--- config.mk ---
export PLATFORM = sky130hd
export DESIGN_NAME = counter_cmd_seq
export DESIGN_NICKNAME = d
export VERILOG_FILES = /design/src/rtl/counter_cmd_seq.sv
export SDC_FILE = /design/constraint.sdc
export NUM_CORES = 1
export LEC_CHECK = 0
export ABC_AREA = 0
export CAP_MARGIN = 5
export CORE_MARGIN = 2
export CORE_UTILIZATION = 35
export DETAILED_ROUTE_END_ITERATION = 8
export PLACE_DENSITY = 0.76
export REMOVE_ABC_BUFFERS = 1
export SKIP_CTS_REPAIR_TIMING = 1
export SYNTH_ARGS = -nofsm -noshare
export SYNTH_HDL_FRONTEND = slang
export SYNTH_SLANG_ARGS = --single-unit
--- constraint.sdc ---
create_clock -name clk -period 5.6 [get_ports clk]
set_input_delay 1.12 -clock clk [delete_from_list [all_inputs] [get_ports clk]]
set_output_delay 1.12 -clock clk [all_outputs]
set_load 0.05 [all_outputs]
--- src/rtl/counter_cmd_seq.sv ---
// counter_cmd_seq: command sequencer for the up/down counter.
// Accepts one command at a time (optional load, then N enabled count cycles)
// and drives the counter's load/loaddata/en/updwn inputs with registered outputs.
// Optional feature: define CMD_SEQ_PAUSE_EN to add a 'pause' input that stalls
// the RUN phase without losing any of the requested count cycles.
module counter_cmd_seq #(
    parameter int WIDTH = 32,
    parameter int LEN_W = 16
) (
    input  logic             clk,
    input  logic             areset,
    input  logic             cmd_valid,
    output logic             cmd_ready,
    input  logic             cmd_load,
    input  logic [WIDTH-1:0] cmd_loaddata,
    input  logic             cmd_updwn,
    input  logic [LEN_W-1:0] cmd_len,
    input  logic             abort,
`ifdef CMD_SEQ_PAUSE_EN
    input  logic             pause,
`endif
    output logic             load,
    output logic [WIDTH-1:0] loaddata,
    output logic             en,
    output logic             updwn,
    output logic             busy,
    output logic             done,
    output logic             aborted
);

    typedef enum logic [1:0] {
        IDLE = 2'd0,
        LOAD = 2'd1,
        RUN  = 2'd2,
        DONE = 2'd3
    } state_t;

    state_t           state;
    state_t           next_state;
    logic [LEN_W-1:0] rem;
    logic [LEN_W-1:0] rem_next;

    logic             accept;
    logic             stall;

    logic             ready_next;
    logic             load_next;
    logic [WIDTH-1:0] loaddata_next;
    logic             en_next;
    logic             updwn_next;
    logic             busy_next;
    logic             done_next;
    logic             aborted_next;

    assign accept = cmd_valid && cmd_ready;

`ifdef CMD_SEQ_PAUSE_EN
    // Pause only matters while counting; it is ignored in every other state.
    assign stall = pause && (state == RUN);
`else
    assign stall = 1'b0;
`endif

    // State register and remaining-cycle counter.
    always_ff @(posedge clk or posedge areset) begin
        if (areset) begin
            state <= IDLE;
            rem   <= '0;
        end else begin
            state <= next_state;
            rem   <= rem_next;
        end
    end

    // Next-state logic. The remaining counter is loaded at the accept edge and
    // only decrements on cycles where en was actually driven high, so a stall
    // never changes the total number of enabled cycles.
    always_comb begin
        next_state = state;
        rem_next   = rem;
        case (state)
            IDLE: begin
                if (accept) begin
                    rem_next = cmd_len;
                    if (cmd_load)
                        next_state = LOAD;
                    else if (cmd_len == '0)
                        next_state = DONE;
                    else
                        next_state = RUN;
                end
            end
            LOAD: begin
                if (abort) begin
                    next_state = IDLE;
                    rem_next   = '0;
                end else if (rem != '0) begin
                    next_state = RUN;
                end else begin
                    next_state = DONE;
                end
            end
            RUN: begin
                if (abort) begin
                    next_state = IDLE;
                    rem_next   = '0;
                end else if (en) begin
                    rem_next = rem - LEN_W'(1);
                    if (rem == LEN_W'(1))
                        next_state = DONE;
                end
            end
            DONE: begin
                next_state = IDLE;
            end
            default: begin
                next_state = IDLE;
                rem_next   = '0;
            end
        endcase
    end

    // Output decode: values are computed from the upcoming state so that the
    // registered outputs line up with the state they describe.
    always_comb begin
        ready_next    = (next_state == IDLE);
        busy_next     = (next_state != IDLE);
        load_next     = (next_state == LOAD);
        en_next       = (next_state == RUN) && !stall;
        done_next     = (next_state == DONE);
        aborted_next  = abort && ((state == LOAD) || (state == RUN));
        loaddata_next = loaddata;
        updwn_next    = updwn;
        if (accept) begin
            updwn_next = cmd_updwn;
            if (cmd_load)
                loaddata_next = cmd_loaddata;
        end
    end

    // Output registers; loaddata and updwn hold their last values while idle.
    always_ff @(posedge clk or posedge areset) begin
        if (areset) begin
            cmd_ready <= 1'b1;
            load      <= 1'b0;
            loaddata  <= '0;
            en        <= 1'b0;
            updwn     <= 1'b1;
            busy      <= 1'b0;
            done      <= 1'b0;
            aborted   <= 1'b0;
        end else begin
            cmd_ready <= ready_next;
            load      <= load_next;
            loaddata  <= loaddata_next;
            en        <= en_next;
            updwn     <= updwn_next;
            busy      <= busy_next;
            done      <= done_next;
            aborted   <= aborted_next;
        end
    end

endmodule

==> results of run 1 <==
[final timing paths]
check	slack, ns	startpoint	cells after the start	end
min	0.50	loaddata[19]	1	loaddata[19]
max reg2reg	3.30	rem[5]	6	en
min reg2reg	0.50	loaddata[19]	1	loaddata[19]
max in group asynchronous	3.82	areset	3	load
min in group asynchronous	1.30	areset	3	loaddata[16]
max	2.80	cmd_ready	1	cmd_ready
[final cells by class]
class,instances,share of cell area
Sequential cell,57,0.365
Multi-Input combinational cell,163,0.300
Timing Repair Buffer,95,0.241
Clock buffer,11,0.0361
Tap cell,99,0.0316
Clock inverter,5,0.0141
Inverter,12,0.0118
[per-stage QoR]
step,util,cells,hold WS [ns],total power [mW]
finish,0.534,442,0.503,2.62
global route,0.534,442,0.515,2.78
CTS,0.534,442,0.507,2.64
detailed placement,0.507,426,0.492,2.25
global placement,0.507,426,0.486,2.21
floorplan,-,232,0.481,1.76
[cell families (layout without fill, tap and decap cells)]
kind of cell / Yosys count / count (layout) / synth area share
flops: 57 / 57 / 0.532
buf+inv: 21 / 123 / 0.0303
compound gates: 57 / 57 / 0.138
fa+ha+maj: 6 / 6 / 0.0280
mux: 34 / 34 / 0.142
simple gates: 66 / 66 / 0.129
[sequential cells by signal, indices dropped and copies added, names as in the netlist]
name and count:
load 1, busy 1, aborted 1, updwn 1, en 1, rem 16, state 2, cmd_ready 1
done 1, loaddata 32
[Yosys cell counts, drive strengths merged, types with 2 or more instances]
library cell | instances | area share
a21oi | 9 | 0.017
a22o | 8 | 0.027
a22oi | 3 | 0.0084
a32oi | 3 | 0.0098
clkbuf | 8 | 0.011
dfrtp | 55 | 0.51
dfstp | 2 | 0.020
ha | 6 | 0.028
inv | 11 | 0.015
mux2 | 33 | 0.14
nand2 | 12 | 0.017
nand3 | 4 | 0.0075
nand3b | 2 | 0.0056
nand4 | 2 | 0.0047
nor2 | 19 | 0.027
nor3 | 10 | 0.019
nor4 | 5 | 0.014
o21ai | 23 | 0.043
o2bb2ai | 2 | 0.0065
o32ai | 3 | 0.0098
or3 | 2 | 0.0047
or4 | 3 | 0.011
[power groups by stage]
| stage | clock [mW] | sequential, mW | combinational (mW) |
|---|---|---|---|
| floorplan | 0 | 1.23 | 0.528 |
| global route | 0.416 | 0.772 | 1.59 |
| detailed placement | 0 | 0.751 | 1.50 |
| finish | 0.381 | 0.744 | 1.49 |
| global placement | 0 | 0.741 | 1.47 |
| CTS | 0.394 | 0.744 | 1.50 |
[layer usage]
layer  vias up  wire length (um)
li1       1073                 -
met1      1063              2860
met2       114              2960
met3        12               565
met4         0               112
met5         -                 0
==> results.toml, run 1 <==
[floorplan]
start_util = 0.366
die_w_um = 91.6
core_mm2 = 0.00733
fp-row-count = 31
dieArea_mm2 = 0.00839
die_h_um = 91.6
io_pins = 93

[drt]
first_iter_violations = 73
drtPass1Iterations = 4
vias_per_cell = 5.12
drc = 0
ant_nets = 0
finalWirelength_um = 6500
wl_per_cell_um = 14.7
vias = 2262

[critical_path]
path_delay_family = "buffers and inverters"
crit_type = "reg2out"
worst_setup_path_start_kind = "register"
slowest_stage = "clkdlybuf4s50_1"
crit_buf_inv = 1
arrival_ns = 1.68
slowest_delay_ns = 0.80
crit_required_ns = 4.48
worstPathMaxFanout = 3
crit_chain = "clkdlybuf4s50_1"
crit_path_end_kind = "output port"

[grt]
grt_pass1_vias = 2231
grtUsageMet3 = 0.0407
top_usage_layer = "met2"
grt_usage = 0.165
grt_max_degree = 58
grt_use_met1 = 0.222
antenna_found_initial = 0
use_met2 = 0.254
gr-total-overflow = 0
grt_pass1_wl_um = 11000

[synth]
synth_cells = 241
async_flop_share = 1.00
synth_cell_types = 42
ys_ff_latch = 57
avgSynthCellArea_um2 = 11.1
synthFlopType = "dfrtp_1"
synth_warnings = 0
synth.yosys.seq_area_share = 0.532
synth_edf_count = 0
syn_area_mm2 = 0.00269

[place]
hpwlAfterDp_um = 4730
post_dp_cell_area_mm2 = 0.00372
portBuffers = 92
post-place-ws_ns = 2.57
gp_congestion = 0.863

[timing]
fin_crit_ns = 2.80
drv_slew = 0
min_period_over_period = 0.499
finalSetupViolCount = 0
setup-tns-final_ns = 0
fin_ws_ns = 2.80
max_freq_mhz = 358
grt_setup_unrepaired = "false"
skew_ns = 0.00497
maxSlewHeadroom = 0.352
hold_viol = 0
worst_pin_slew_ns = 0.965

[pwr]
powerDensity_mw_per_mm2 = 669
p_switching_mw = 1.23
p_seq_frac = 0.284
switching_share = 0.469
p_leak_nw = 1.63
irDropWorstVdd_mv = 0.254
clkPwrFrac = 0.145
pwr-share-comb = 0.570
internal_power_mw = 1.39

[clocking]
cts_tree = "yes"
cts.path.max_buffers = 2
clkLatencyLatePin_ns = 0.34
cts_sinks = 57
cts_buffers = 9
htreeDepth = 3
path_clk_slew_ns = 0.06
clockRootBuffer = "clkbuf_8"

[cells_and_area]
final_common_cell = "clkdlybuf4s50_1"
multiInputGateArea_mm2 = 0.00117
seqCellArea_mm2 = 0.00143
n_antenna_cell = 0
design_area_mm2 = 0.00391
fin_nets = 398
n_fill_cell = 634
syn2layout_area_growth_pct = 45.8
layout_common_cells = "92 x clkdlybuf4s50_1, 55 x dfrtp_1, 33 x mux2_2"
drive_gt1_frac = 0.175

[status]
outcome = "finished, final reports clean"

[flow_run]
cap_violations = 0

[worst_hold_path]
min-delay-path-class = "reg2reg"
No activity file was read; power rests on OpenSTA's default activity.
==> inputs of run 2 (changes only) <==
Clock period 5.6 ns to 2.85 ns, I/O delays scaled along.
==> run 2 against run 1 <==
  * Sequential cell count stayed put
  * First-iteration DRC count increased by 48%
  * Clock skew rose by 0.00055 ns
  * Via count grew 0.84%
  * Clock power rose by 140%
  * Hold slack barely moved
  * Count of clock-buffer cells in the layout unchanged
  * Largest power group unchanged
==> results.toml, run 2 (same netlist as run 1, synthesis figures left out) <==
[status]
outcome = "finished, final reports clean"

[floorplan]
io_pins = 93
core_mm2 = 0.00733
dieArea_mm2 = 0.00839
fp-row-count = 31
die_h_um = 91.6
start_util = 0.366
die_w_um = 91.6

[place]
hpwlAfterDp_um = 4740
post-place-ws_ns = 0.429
gp_congestion = 0.892
portBuffers = 92

[clocking]
clockRootBuffer = "clkbuf_8"
cts_sinks = 57
cts.path.max_buffers = 2
clkLatencyLatePin_ns = 0.33
cts_tree = "yes"
cts_buffers = 9
htreeDepth = 3
path_clk_slew_ns = 0.07

[critical_path]
arrival_ns = 2.52
crit_end = "en"
r2r-end = "en"
ff2ff_setup_slack_ns = 0.52
worstPathMaxFanout = 6
ff2ff_path_depth = 6
crit_start = "rem[5]"
crit_path_end_kind = "register"
crit_required_ns = 3.04
r2r_start = "rem[5]"
crit_type = "reg2reg"
worst_setup_path_start_kind = "register"

[timing]
worst_pin_slew_ns = 1.04
drv_slew = 0
skew_ns = 0.00552
max_freq_mhz = 429
finalSetupViolCount = 0
setup-tns-final_ns = 0
grt_setup_unrepaired = "false"
fin_crit_ns = 2.33
hold_viol = 0
min_period_over_period = 0.818
maxSlewHeadroom = 0.304
fin_ws_ns = 0.518

[drt]
ant_nets = 0
vias_per_cell = 5.14
vias = 2281
finalWirelength_um = 6480
first_iter_violations = 108
drtPass1Iterations = 4
wl_per_cell_um = 14.6
drc = 0

[cells_and_area]
seqCellArea_mm2 = 0.00143
drive_gt1_frac = 0.180
n_antenna_cell = 0
multiInputGateArea_mm2 = 0.00117
final_common_cell = "clkdlybuf4s50_1"
syn2layout_area_growth_pct = 48.6
fin_nets = 400
n_fill_cell = 651
largest_register = "loaddata"
layout_common_cells = "92 x clkdlybuf4s50_1, 55 x dfrtp_1, 33 x mux2_2"
largestRegisters = "loaddata x32, rem x16, state x2"
largest_reg_flops = 32

[pwr]
powerDensity_mw_per_mm2 = 1340
p_leak_nw = 1.67
clkPwrFrac = 0.174
irDropWorstVdd_mv = 0.494
internal_power_mw = 2.92
switching_share = 0.452
p_switching_mw = 2.41
pwr-share-comb = 0.552
p_seq_frac = 0.275
total_power_mw = 5.33

[grt]
grt_pass1_vias = 2205
antenna_found_initial = 0
gr-total-overflow = 0
grt_max_degree = 33
grt_pass1_wl_um = 10800
grt_usage = 0.163

[flow_run]
cap_violations = 0

[worst_hold_path]
min-delay-path-class = "reg2reg"
## run 2: worst min path at each step
stage	startpoint	end	slack [ns]	cells after the start
after detailed placement	loaddata[31]	loaddata[31]	0.49	1
after CTS	loaddata[31]	loaddata[31]	0.51	1
final	loaddata[7]	loaddata[7]	0.50	1
after floorplan	rem[11]	rem[11]	0.48	1
after global placement	loaddata[19]	loaddata[19]	0.49	1
after global routing	loaddata[24]	loaddata[24]	0.53	1
## run 2: final cells by class
class	count	share of cell area
Clock inverter	5	0.0257
Sequential cell	57	0.358
Timing Repair Buffer	97	0.243
Multi-Input combinational cell	163	0.295
Inverter	12	0.0116
Tap cell	99	0.0311
Clock buffer	11	0.0354
## run 2: through the flow
| stage | instance area, um2 | hold slack [ns] | util | cells |
|---|---|---|---|---|
| 6_report | 3990 | 0.503 | 0.544 | 444 |
| 5_1_grt | 3990 | 0.527 | 0.544 | 444 |
| 4_1_cts | 3990 | 0.506 | 0.544 | 444 |
| 3_5_place_dp | 3740 | 0.491 | 0.511 | 428 |
| 3_3_place_gp | 3740 | 0.486 | 0.511 | 428 |
| 2_1_floorplan | 2650 | 0.481 | - | 232 |
## run 2: power groups by stage
stage | clock network [mW] | logic [mW] | registers, mW
after floorplan | 0 | 1.04 | 2.42
after global placement | 0 | 2.91 | 1.45
after detailed placement | 0 | 2.93 | 1.48
after CTS | 0.949 | 2.95 | 1.46
after global routing | 0.987 | 3.13 | 1.52
final | 0.926 | 2.94 | 1.46
## run 2: worst max-delay path, stage by stage, from the launching register on
cell and delay, ns:
dfrtp_1 0.44, or4_4 0.60, or4_4 0.49, nor4_2 0.31, o32ai_1 0.21, clkinv_2 0.10
nor2_1 0.05
## run 2: per-layer routing
layer  part of all wire  GRT usage  wire, um
met2               0.46      0.260      2980
met3              0.078     0.0407       508
met1               0.44      0.212      2880
met5                  0          0         0
met4              0.017     0.0644       108
